==> src/rtl/uctrl_pkg.sv <==
// Shared types and constants for the multi-cycle micro-sequencer: states, instruction
// classes, opcode/funct values, PC source and exception codes.
package uctrl_pkg;

  typedef enum logic [3:0] {
    StFetch,
    StDecode,
    StExec,
    StMem,
    StWb,
    StMdRun,
    StHilo,
    StBranch,
    StExcp,
    StExcpRd,
    StExcpJump
  } state_e;

  typedef enum logic [3:0] {
    ClsAlu,
    ClsAluOv,
    ClsLoad,
    ClsStore,
    ClsMult,
    ClsDiv,
    ClsBeq,
    ClsBne,
    ClsBle,
    ClsBgt,
    ClsJ,
    ClsJal,
    ClsJr,
    ClsBad
  } instr_cls_e;

  localparam logic [5:0] OpSpecial = 6'h00;
  localparam logic [5:0] OpJ       = 6'h02;
  localparam logic [5:0] OpJal     = 6'h03;
  localparam logic [5:0] OpBeq     = 6'h04;
  localparam logic [5:0] OpBne     = 6'h05;
  localparam logic [5:0] OpBle     = 6'h06;
  localparam logic [5:0] OpBgt     = 6'h07;
  localparam logic [5:0] OpAddi    = 6'h08;
  localparam logic [5:0] OpAddiu   = 6'h09;
  localparam logic [5:0] OpSlti    = 6'h0a;
  localparam logic [5:0] OpLui     = 6'h0f;
  localparam logic [5:0] OpLb      = 6'h20;
  localparam logic [5:0] OpLh      = 6'h21;
  localparam logic [5:0] OpLw      = 6'h23;
  localparam logic [5:0] OpSb      = 6'h28;
  localparam logic [5:0] OpSh      = 6'h29;
  localparam logic [5:0] OpSw      = 6'h2b;

  localparam logic [5:0] FnSll  = 6'h00;
  localparam logic [5:0] FnSrl  = 6'h02;
  localparam logic [5:0] FnSra  = 6'h03;
  localparam logic [5:0] FnSllv = 6'h04;
  localparam logic [5:0] FnSrav = 6'h07;
  localparam logic [5:0] FnJr   = 6'h08;
  localparam logic [5:0] FnMult = 6'h18;
  localparam logic [5:0] FnDiv  = 6'h1a;
  localparam logic [5:0] FnAdd  = 6'h20;
  localparam logic [5:0] FnSub  = 6'h22;
  localparam logic [5:0] FnAnd  = 6'h24;
  localparam logic [5:0] FnSlt  = 6'h2a;

  localparam logic [1:0] PcSrcSeq    = 2'b00;
  localparam logic [1:0] PcSrcBranch = 2'b01;
  localparam logic [1:0] PcSrcJump   = 2'b10;
  localparam logic [1:0] PcSrcReg    = 2'b11;

  localparam logic [1:0] ExcpBadOp     = 2'b00;
  localparam logic [1:0] ExcpOverflow  = 2'b01;
  localparam logic [1:0] ExcpDivZero   = 2'b10;
  localparam logic [1:0] ExcpMdTimeout = 2'b11;

  // ClsAluOv marks the instructions whose overflow flag raises an exception.
  function automatic instr_cls_e decode_instr(input logic [5:0] op, input logic [5:0] fn);
    instr_cls_e cls;
    cls = ClsBad;
    case (op)
      OpSpecial: begin
        case (fn)
          FnAdd, FnSub:                                   cls = ClsAluOv;
          FnAnd, FnSlt, FnSll, FnSrl, FnSra, FnSllv, FnSrav: cls = ClsAlu;
          FnMult:                                         cls = ClsMult;
          FnDiv:                                          cls = ClsDiv;
          FnJr:                                           cls = ClsJr;
          default:                                        cls = ClsBad;
        endcase
      end
      OpAddi:                 cls = ClsAluOv;
      OpAddiu, OpSlti, OpLui: cls = ClsAlu;
      OpLb, OpLh, OpLw:       cls = ClsLoad;
      OpSb, OpSh, OpSw:       cls = ClsStore;
      OpBeq:                  cls = ClsBeq;
      OpBne:                  cls = ClsBne;
      OpBle:                  cls = ClsBle;
      OpBgt:                  cls = ClsBgt;
      OpJ:                    cls = ClsJ;
      OpJal:                  cls = ClsJal;
      default:                cls = ClsBad;
    endcase
    return cls;
  endfunction

endpackage

==> src/rtl/uctrl_wait_cnt.sv <==
// Down-counter shared by all multi-cycle states: load a value, decrement to zero, flag zero.
module uctrl_wait_cnt #(
  parameter int unsigned Width = 8
) (
  input  logic             clk_i,
  input  logic             rst_ni,
  input  logic             load_i,
  input  logic [Width-1:0] load_val_i,
  input  logic             dec_i,
  output logic             zero_o
);

  logic [Width-1:0] cnt_q, cnt_d;

  always_comb begin
    cnt_d = cnt_q;
    if (load_i) begin
      cnt_d = load_val_i;
    end else if (dec_i && (cnt_q != '0)) begin
      cnt_d = cnt_q - 1'b1;
    end
  end

  always_ff @(posedge clk_i or negedge rst_ni) begin
    if (!rst_ni) begin
      cnt_q <= '0;
    end else begin
      cnt_q <= cnt_d;
    end
  end

  assign zero_o = (cnt_q == '0);

endmodule

==> src/rtl/uctrl_seq.sv <==
// Multi-cycle MIPS-style control sequencer: Moore strobes decoded from the registered state,
// with one shared wait counter timing fetch, memory, exception reads and mult/div timeout.
module uctrl_seq
  import uctrl_pkg::*;
#(
  parameter int unsigned MEM_WAIT   = 2,
  parameter int unsigned MD_TIMEOUT = 40
) (
  input  logic       clk,
  input  logic       reset,
  input  logic [5:0] opcode,
  input  logic [5:0] funct,
  input  logic       eqf,
  input  logic       gtf,
  input  logic       ov,
  input  logic       div0,
  input  logic       md_done,
  output logic       pc_write,
  output logic       ir_write,
  output logic       mem_read,
  output logic       mem_write,
  output logic       reg_write,
  output logic       hilo_write,
  output logic       epc_write,
  output logic       md_start,
  output logic       md_mode,
  output logic [1:0] pc_src,
  output logic [1:0] excp_code,
  output logic [3:0] state_o
);

  state_e     state_q, state_d;
  instr_cls_e cls_q, cls_d;
  logic [1:0] excp_code_q, excp_code_d;
  // Low from reset until the first clock edge so that edge starts a full-length fetch.
  logic       run_q;
  logic       cnt_zero, cnt_load, cnt_dec;
  logic [7:0] cnt_val;

  always_comb begin
    state_d     = state_q;
    cls_d       = cls_q;
    excp_code_d = excp_code_q;
    unique case (state_q)
      StFetch: if (cnt_zero) state_d = StDecode;
      StDecode: begin
        cls_d   = decode_instr(opcode, funct);
        state_d = StExec;
      end
      StExec: begin
        unique case (cls_q)
          ClsAlu: state_d = StWb;
          ClsAluOv: begin
            if (ov) begin
              state_d     = StExcp;
              excp_code_d = ExcpOverflow;
            end else begin
              state_d = StWb;
            end
          end
          ClsLoad, ClsStore: state_d = StMem;
          ClsMult:           state_d = StMdRun;
          ClsDiv: begin
            if (div0) begin
              state_d     = StExcp;
              excp_code_d = ExcpDivZero;
            end else begin
              state_d = StMdRun;
            end
          end
          ClsBeq:           state_d = eqf           ? StBranch : StFetch;
          ClsBne:           state_d = !eqf          ? StBranch : StFetch;
          ClsBle:           state_d = (eqf || !gtf) ? StBranch : StFetch;
          ClsBgt:           state_d = gtf           ? StBranch : StFetch;
          ClsJ, ClsJal, ClsJr: state_d = StBranch;
          default: begin
            state_d     = StExcp;
            excp_code_d = ExcpBadOp;
          end
        endcase
      end
      StMem: if (cnt_zero) state_d = (cls_q == ClsLoad) ? StWb : StFetch;
      StWb, StHilo, StBranch, StExcpJump: state_d = StFetch;
      StMdRun: begin
        // A result arriving on the timeout cycle still takes priority.
        if (md_done) begin
          state_d = StHilo;
        end else if (cnt_zero) begin
          state_d     = StExcp;
          excp_code_d = ExcpMdTimeout;
        end
      end
      StExcp:   state_d = StExcpRd;
      StExcpRd: if (cnt_zero) state_d = StExcpJump;
      default:  state_d = StFetch;
    endcase
    if (!run_q) begin
      state_d = StFetch;
    end
  end

  // Counter is loaded on entry to a timed state; MD_RUN cycle n sees MD_TIMEOUT-n.
  always_comb begin
    cnt_load = 1'b0;
    cnt_val  = 8'(MEM_WAIT);
    if ((state_d != state_q) || !run_q) begin
      case (state_d)
        StFetch, StMem, StExcpRd: cnt_load = 1'b1;
        StMdRun: begin
          cnt_load = 1'b1;
          cnt_val  = 8'(MD_TIMEOUT - 1);
        end
        default: cnt_load = 1'b0;
      endcase
    end
    cnt_dec = !cnt_load;
  end

  uctrl_wait_cnt #(
    .Width(8)
  ) u_wait_cnt (
    .clk_i     (clk),
    .rst_ni    (reset),
    .load_i    (cnt_load),
    .load_val_i(cnt_val),
    .dec_i     (cnt_dec),
    .zero_o    (cnt_zero)
  );

  always_ff @(posedge clk or negedge reset) begin
    if (!reset) begin
      state_q     <= StFetch;
      cls_q       <= ClsAlu;
      excp_code_q <= ExcpBadOp;
      run_q       <= 1'b0;
    end else begin
      state_q     <= state_d;
      cls_q       <= cls_d;
      excp_code_q <= excp_code_d;
      run_q       <= 1'b1;
    end
  end

  always_comb begin
    pc_write   = 1'b0;
    ir_write   = 1'b0;
    mem_read   = 1'b0;
    mem_write  = 1'b0;
    reg_write  = 1'b0;
    hilo_write = 1'b0;
    epc_write  = 1'b0;
    md_start   = 1'b0;
    md_mode    = 1'b0;
    pc_src     = PcSrcSeq;
    unique case (state_q)
      StFetch: begin
        mem_read = 1'b1;
        if (cnt_zero) begin
          ir_write = 1'b1;
          pc_write = 1'b1;
        end
      end
      StExec: begin
        md_start = (cls_q == ClsMult) || ((cls_q == ClsDiv) && !div0);
        md_mode  = (cls_q == ClsDiv);
      end
      StMem: begin
        mem_read  = (cls_q == ClsLoad);
        mem_write = (cls_q == ClsStore) && cnt_zero;
      end
      StWb:    reg_write = 1'b1;
      StMdRun: md_mode   = (cls_q == ClsDiv);
      StHilo: begin
        hilo_write = 1'b1;
        md_mode    = (cls_q == ClsDiv);
      end
      StBranch: begin
        pc_write = 1'b1;
        unique case (cls_q)
          ClsJ:    pc_src = PcSrcJump;
          ClsJal: begin
            pc_src    = PcSrcJump;
            reg_write = 1'b1;
          end
          ClsJr:   pc_src = PcSrcReg;
          default: pc_src = PcSrcBranch;
        endcase
      end
      StExcp:   epc_write = 1'b1;
      StExcpRd: mem_read  = 1'b1;
      StExcpJump: begin
        pc_write = 1'b1;
        pc_src   = PcSrcJump;
      end
      default: pc_write = 1'b0;
    endcase
    if (!run_q) begin
      pc_write   = 1'b0;
      ir_write   = 1'b0;
      mem_read   = 1'b0;
      mem_write  = 1'b0;
      reg_write  = 1'b0;
      hilo_write = 1'b0;
      epc_write  = 1'b0;
      md_start   = 1'b0;
      md_mode    = 1'b0;
      pc_src     = PcSrcSeq;
    end
  end

  assign excp_code = excp_code_q;
  assign state_o   = state_q;

endmodule

==> config.mk <==
export PLATFORM = sky130hd
export DESIGN_NAME = uctrl_seq
export DESIGN_NICKNAME = d
export VERILOG_FILES = /design/src/rtl/uctrl_pkg.sv /design/src/rtl/uctrl_wait_cnt.sv /design/src/rtl/uctrl_seq.sv
export SDC_FILE = /design/constraint.sdc
export NUM_CORES = 1
export LEC_CHECK = 0
export CORE_UTILIZATION = 56
export DETAILED_ROUTE_END_ITERATION = 8
export HOLD_SLACK_MARGIN = 0.15
export PLACE_DENSITY = 0.85
export SETUP_SLACK_MARGIN = 0.05
export SYNTH_ARGS = -nofsm -noshare
export SYNTH_HDL_FRONTEND = slang
export SYNTH_SLANG_ARGS = --single-unit
==> constraint.sdc <==
create_clock -name clk -period 8.4 [get_ports clk]
set_input_delay 0.84 -clock clk [delete_from_list [all_inputs] [get_ports clk]]
set_output_delay 0.84 -clock clk [all_outputs]
set_load 0.02 [all_outputs]
# == After elaboration in Yosys (flattened, before gate mapping) ==
# Cells that the tools add are included.
# word_totals
output_inout_bits,17
input_bits,19
register_bits,19
# classes
addsub,1
n_eq_ne,58
mux,52
n_reduce_logical,33
# op_table
operator,count
"equality test 6 bit, second input constant",10
case mux 4 bit (11 select lines),1
case mux 4 bit (10 select lines),1
"equality test 4 x 3 -> 1 bit, second input constant",9
"equality test 4 bit, second input constant",9
"equality test 6 x 3 -> 1 bit, second input constant",6
two-way mux 4 bit,8
"equality test 6 x 4 -> 1 bit, second input constant",5
case mux 4 bit (7 select lines),1
"equality test 6 x 2 -> 1 bit, second input constant",4
"equality test 4 x 2 -> 1 bit, second input constant",5
case mux 4 bit (5 select lines),1
two-way mux 1 bit,19
two-way mux 8 bit,2
two-way mux 3 bit,5
OR reduction 3 bit,5
"equality test 6 x 5 -> 1 bit, second input constant",2
logical NOT 4 bit,3
logical NOT 6 bit,2
two-way mux 6 bit,2
case mux 2 bit (2 select lines),3
OR reduction 11 bit,1
two-way mux 2 bit,5
OR reduction 2 bit,5
16 further kinds,30

# == Depth between registers and ports, before layout ==
# depth
ltp_word,14
ltp_mapped,11
ltp_nobuf,10

# == Cells and area by module ==
# A second synthesis with hierarchy kept.
# hier_totals
cells_unflattened,285
hier_area_um2,2103.3
# modules_own_cells
mod,cells_per_inst,area_each_um2,n_inst
uctrl_seq,217,1527.7,1
uctrl_wait_cnt,68,575.6,1

# == Least setup slack after synthesis ==
# No wires, ideal clock.
# synth_path
kind,reg-to-output
start,register u_wait_cnt.cnt_q[0]
end,output mem_write
n_path_buf,1
setup_slack_ns,5.484
stages_incl_launch_ff,7
arrival_ns,2.076
path_cell_list,dfrtp_1 inv_1 ha_1 or3b_2 clkbuf_2 or3_1 nor3_1
# synth_via
elab_chain_len,4
# synth_lines
element,line_no,source
from (decl),uctrl_wait_cnt.sv:13,"logic [Width-1:0] cnt_q, cnt_d;"
from (signal assigned),uctrl_wait_cnt.sv:28,cnt_q <= cnt_d;
logical NOT 8 bit,uctrl_wait_cnt.sv:32,assign zero_o = (cnt_q == '0);
logical AND 1 bit,uctrl_seq.sv:169,mem_write = (cls_q == ClsStore) && cnt_zero;
two-way mux 1 bit,uctrl_seq.sv:155,unique case (state_q)
two-way mux 1 bit,uctrl_seq.sv:197,if (!run_q) begin
to (decl),uctrl_seq.sv:21,"output logic mem_write,"
# No other way between the ends.

# == Worst setup path after layout ==
# layout_path
start,"register state_q[1], in the netlist state_o[1]"
end,output md_start
# layout_via
elab_chain_len,3
# layout_lines
element,line_no,source
from (decl),uctrl_seq.sv:32,"state_e state_q, state_d;"
from (signal assigned),uctrl_seq.sv:132,state_q <= StFetch;
from (signal assigned),uctrl_seq.sv:137,state_q <= state_d;
equality test 4 x 2 -> 1 bit,uctrl_seq.sv:155,
two-way mux 1 bit,uctrl_seq.sv:155,
two-way mux 1 bit,uctrl_seq.sv:197,
to (decl),uctrl_seq.sv:25,"output logic md_start,"
# No other way between the ends.

==> reports/qor.yml <==
timing:
  min_period_ns: 4.11
  fin_crit_sh_pct: 49.0
  fmax_mhz: 243
  fin_tns_setup_ns: 0
  skew_ns: 0.00994
  finalSetupViolations: 0
  hold_violations: 0
  slew_headroom_pct: 42.3
  grt_setup_unrepaired: "no"
  final_max_slew_viol_count: 0
  tightestPinTransition_ns: 0.862
global_route:
  grt_overflow_total: 0
  grt_max_degree: 20
  grt_pass1_vias: 1595
  grt_pass1_wl_mm: 7.20
  grt.total_usage_pct: 26.7
  antenna_found_initial: 0
clock_network:
  clock_latency_ns: 0.32
  cts.sinks: 19
  clkTransAtPathRegs_ns: 0.12
  clockBufferDepth: 2
  holdBufCountCts: 0
  cts-root-buf: "clkbuf_4"
  post-cts-setup-buffer-count: 0
  ctsResizeCount: 0
  cts_tree: "built"
  htree_levels: 1
  cts_buffers: 3
run:
  cap_violations: 0
setup_path:
  crit_arrival_ns: 3.27
  critPathMaxFanout: 17
  path_class: "flop to primary output"
  start_kind: "flop"
  worst_ep_required_time_ns: 7.56
  end_kind: "primary output"
  r2r_start: "state_o[1]"
  setup.worst_path.start: "state_o[1]"
  r2r_setup_slack_ns: 5.17
synthesis:
  yosysUniqueCellTypes: 60
  synthDominantCellAreaShare_pct: 25.6
  async_reset_ff_share_pct: 100
  yosys_warnings: 0
  synth-seq-cells: 19
  synth.largest_area_cell: "dfrtp_1"
  netlist_area_mm2: 0.00186
  synth_edf_count: 0
  synth_seq_area_share_pct: 25.6
  ys.flop_type: "dfrtp_1"
  synth_cells: 255
  ys_top_cells_by_area: "dfrtp_1 (26%), nor2_1 (7.3%), a21oi_1 (7.0%)"
  syn_nets: 275
  synth_area_per_cell_um2: 7.28
routing:
  postRouteAntennaNets: 0
  first_iter_violations: 180
  drt-total-wl_mm: 4.56
  firstDrtPassIters: 4
  viasPerCell: 5.99
  wl_per_cell_um: 14.3
  dr_total_vias: 1912
  route.detailed.drc: 0
placement:
  placed_cells: 315
  io_buffers: 35
  place_congestion: 0.927
  place_hpwl_mm: 3.40
floorplanning:
  die_w_um: 59.6
  die_h_um: 59.6
  ios: 36
  core_area_mm2: 0.00310
  start_util_pct: 59.8
  die_area_mm2: 0.00355
  rows: 20
pwr:
  leakage_nw: 0.845
  vdd_ir_drop_max_v: 0.000169
  p_switching_mw: 0.254
  intPower_mw: 0.271
  clkPwrFrac_pct: 9.9
  p_sw_share_pct: 48.4
  p_seq_share_pct: 33.7
  cellPowerDensity_mw_per_mm2: 237
  comb_power_share_pct: 56.4
finish:
  drive_gt1_share_pct: 5.45
  syn2layout_area_growth_pct: 19.5
  nets: 296
  instances_no_fill: 319
  n_antenna_cell: 0
worst_hold_path:
  hold_path.class: "flop to flop"
  hp-start: "u_wait_cnt.cnt_q[1]"
status:
  outcome: "complete, no violations"
==> power groups by stage <==
stage                     Sequential [mW]  Clock [mW]  Combinational (mW)
after floorplan                     0.147           0               0.246
after detailed placement            0.177           0               0.294
after global placement              0.175           0               0.289
final                               0.177      0.0518               0.296
after global routing                0.184      0.0559               0.324
after CTS                           0.175      0.0534               0.296
==> state kept, by name (all words and copies together), names as in the netlist <==
| name | count |
|---|---|
| state_o | 4 |
| cls_q | 4 |
| u_wait_cnt.cnt_q | 8 |
| run_q | 1 |
| excp_code | 2 |
==> critical path, stage by stage (launching register included) <==
cell             delay [ns]
dfrtp_1                0.66
or4b_4                 0.55
a2111oi_0              0.76
nand2_1                0.25
inv_1                  0.12
clkdlybuf4s50_1        0.61
==> stage by stage <==
step | hold slack (ns) | power (mW) | worst slack (ns) | util (%) | area, µm²
after floorplan | 0.502 | 0.393 | 5.48 | - | 1860
after global placement | 0.528 | 0.464 | 4.64 | 70.5 | 2190
after detailed placement | 0.542 | 0.470 | 4.57 | 70.5 | 2190
after CTS | 0.573 | 0.524 | 4.32 | 71.5 | 2220
after global routing | 0.600 | 0.564 | 4.20 | 71.5 | 2220
final | 0.564 | 0.525 | 4.29 | 71.5 | 2220
==> final timing paths <==
path / to / depth (start not counted)
max: md_start / 5
min: u_wait_cnt.cnt_q[1] / 2
max reg2reg: u_wait_cnt.cnt_q[0] / 8
min reg2reg: u_wait_cnt.cnt_q[1] / 2
max in group asynchronous: cls_q[0] / 1
min in group asynchronous: excp_code[1] / 1
==> cell usage in the layout, fill, tap and decap left out, types with 3 or more instances in the layout <==
master and count:
a31oi_1 5, nor3_1 12, nor3b_1 5, nor2_1 36, nor2b_1 9, nand2_1 15, mux2i_1 4, a21oi_1 26
o21ai_0 14, o21a_1 3, inv_1 13, or3_1 3, dfrtp_1 19, clkdlybuf4s50_1 35, nand2b_1 8, clkbuf_4 3
nand4_1 4, nand3_1 5
==> cells in the mapped netlist (all sizes together) (2+ instances only) <==
library cell	n
o32a	2
mux2i	4
nor2	36
a211oi	3
nand4	4
o21ai	14
dfrtp	19
nor4	2
nand2	15
and2	2
nor3	12
a22oi	2
a221oi	2
o22a	2
or4b	2
nand2b	8
a211o	2
or4	4
o21a	3
nor3b	5
a21oi	26
nor2b	10
or3	3
o311ai	2
clkbuf	18
o22ai	2
nand3	5
o211ai	2
nor4bb	2
a31oi	6
a2111oi	2
inv	13
==> routing by layer <==
layer  GRT usage (%)  up-vias  part of all wire [%]
met1            39.2      883                    48
met3            3.49        7                   4.1
li1                -      982                     -
met5               0        -                     0
met4            5.65        0                  0.99
met2            42.2       40                    47
==> final cells by class <==
class,instances,area (µm²)
Multi-Input combinational cell,204,1260
Fill cell,274,886
Sequential cell,19,475
Timing Repair Buffer,35,350
Tap cell,44,55.1
Inverter,13,48.8
Clock buffer,3,22.5
Clock inverter,1,7.51
==> kinds of logic (layout without fill, tap and decap cells) <==
kind of cell / Yosys count / after routing / synth area share, %
DFF: 19 / 19 / 25.6
buffers and inverters: 32 / 52 / 6.61
AOI/OAI and AO/OA: 79 / 79 / 29.5
xor gates and xnor gates: 2 / 2 / 0.944
and+or+nand+nor: 116 / 116 / 33.7
adders and majority gates: 1 / 1 / 0.674
muxes: 5 / 5 / 2.76
other: 1 / 1 / 0.202
Note: power is estimated with default switching activity, not from simulation.
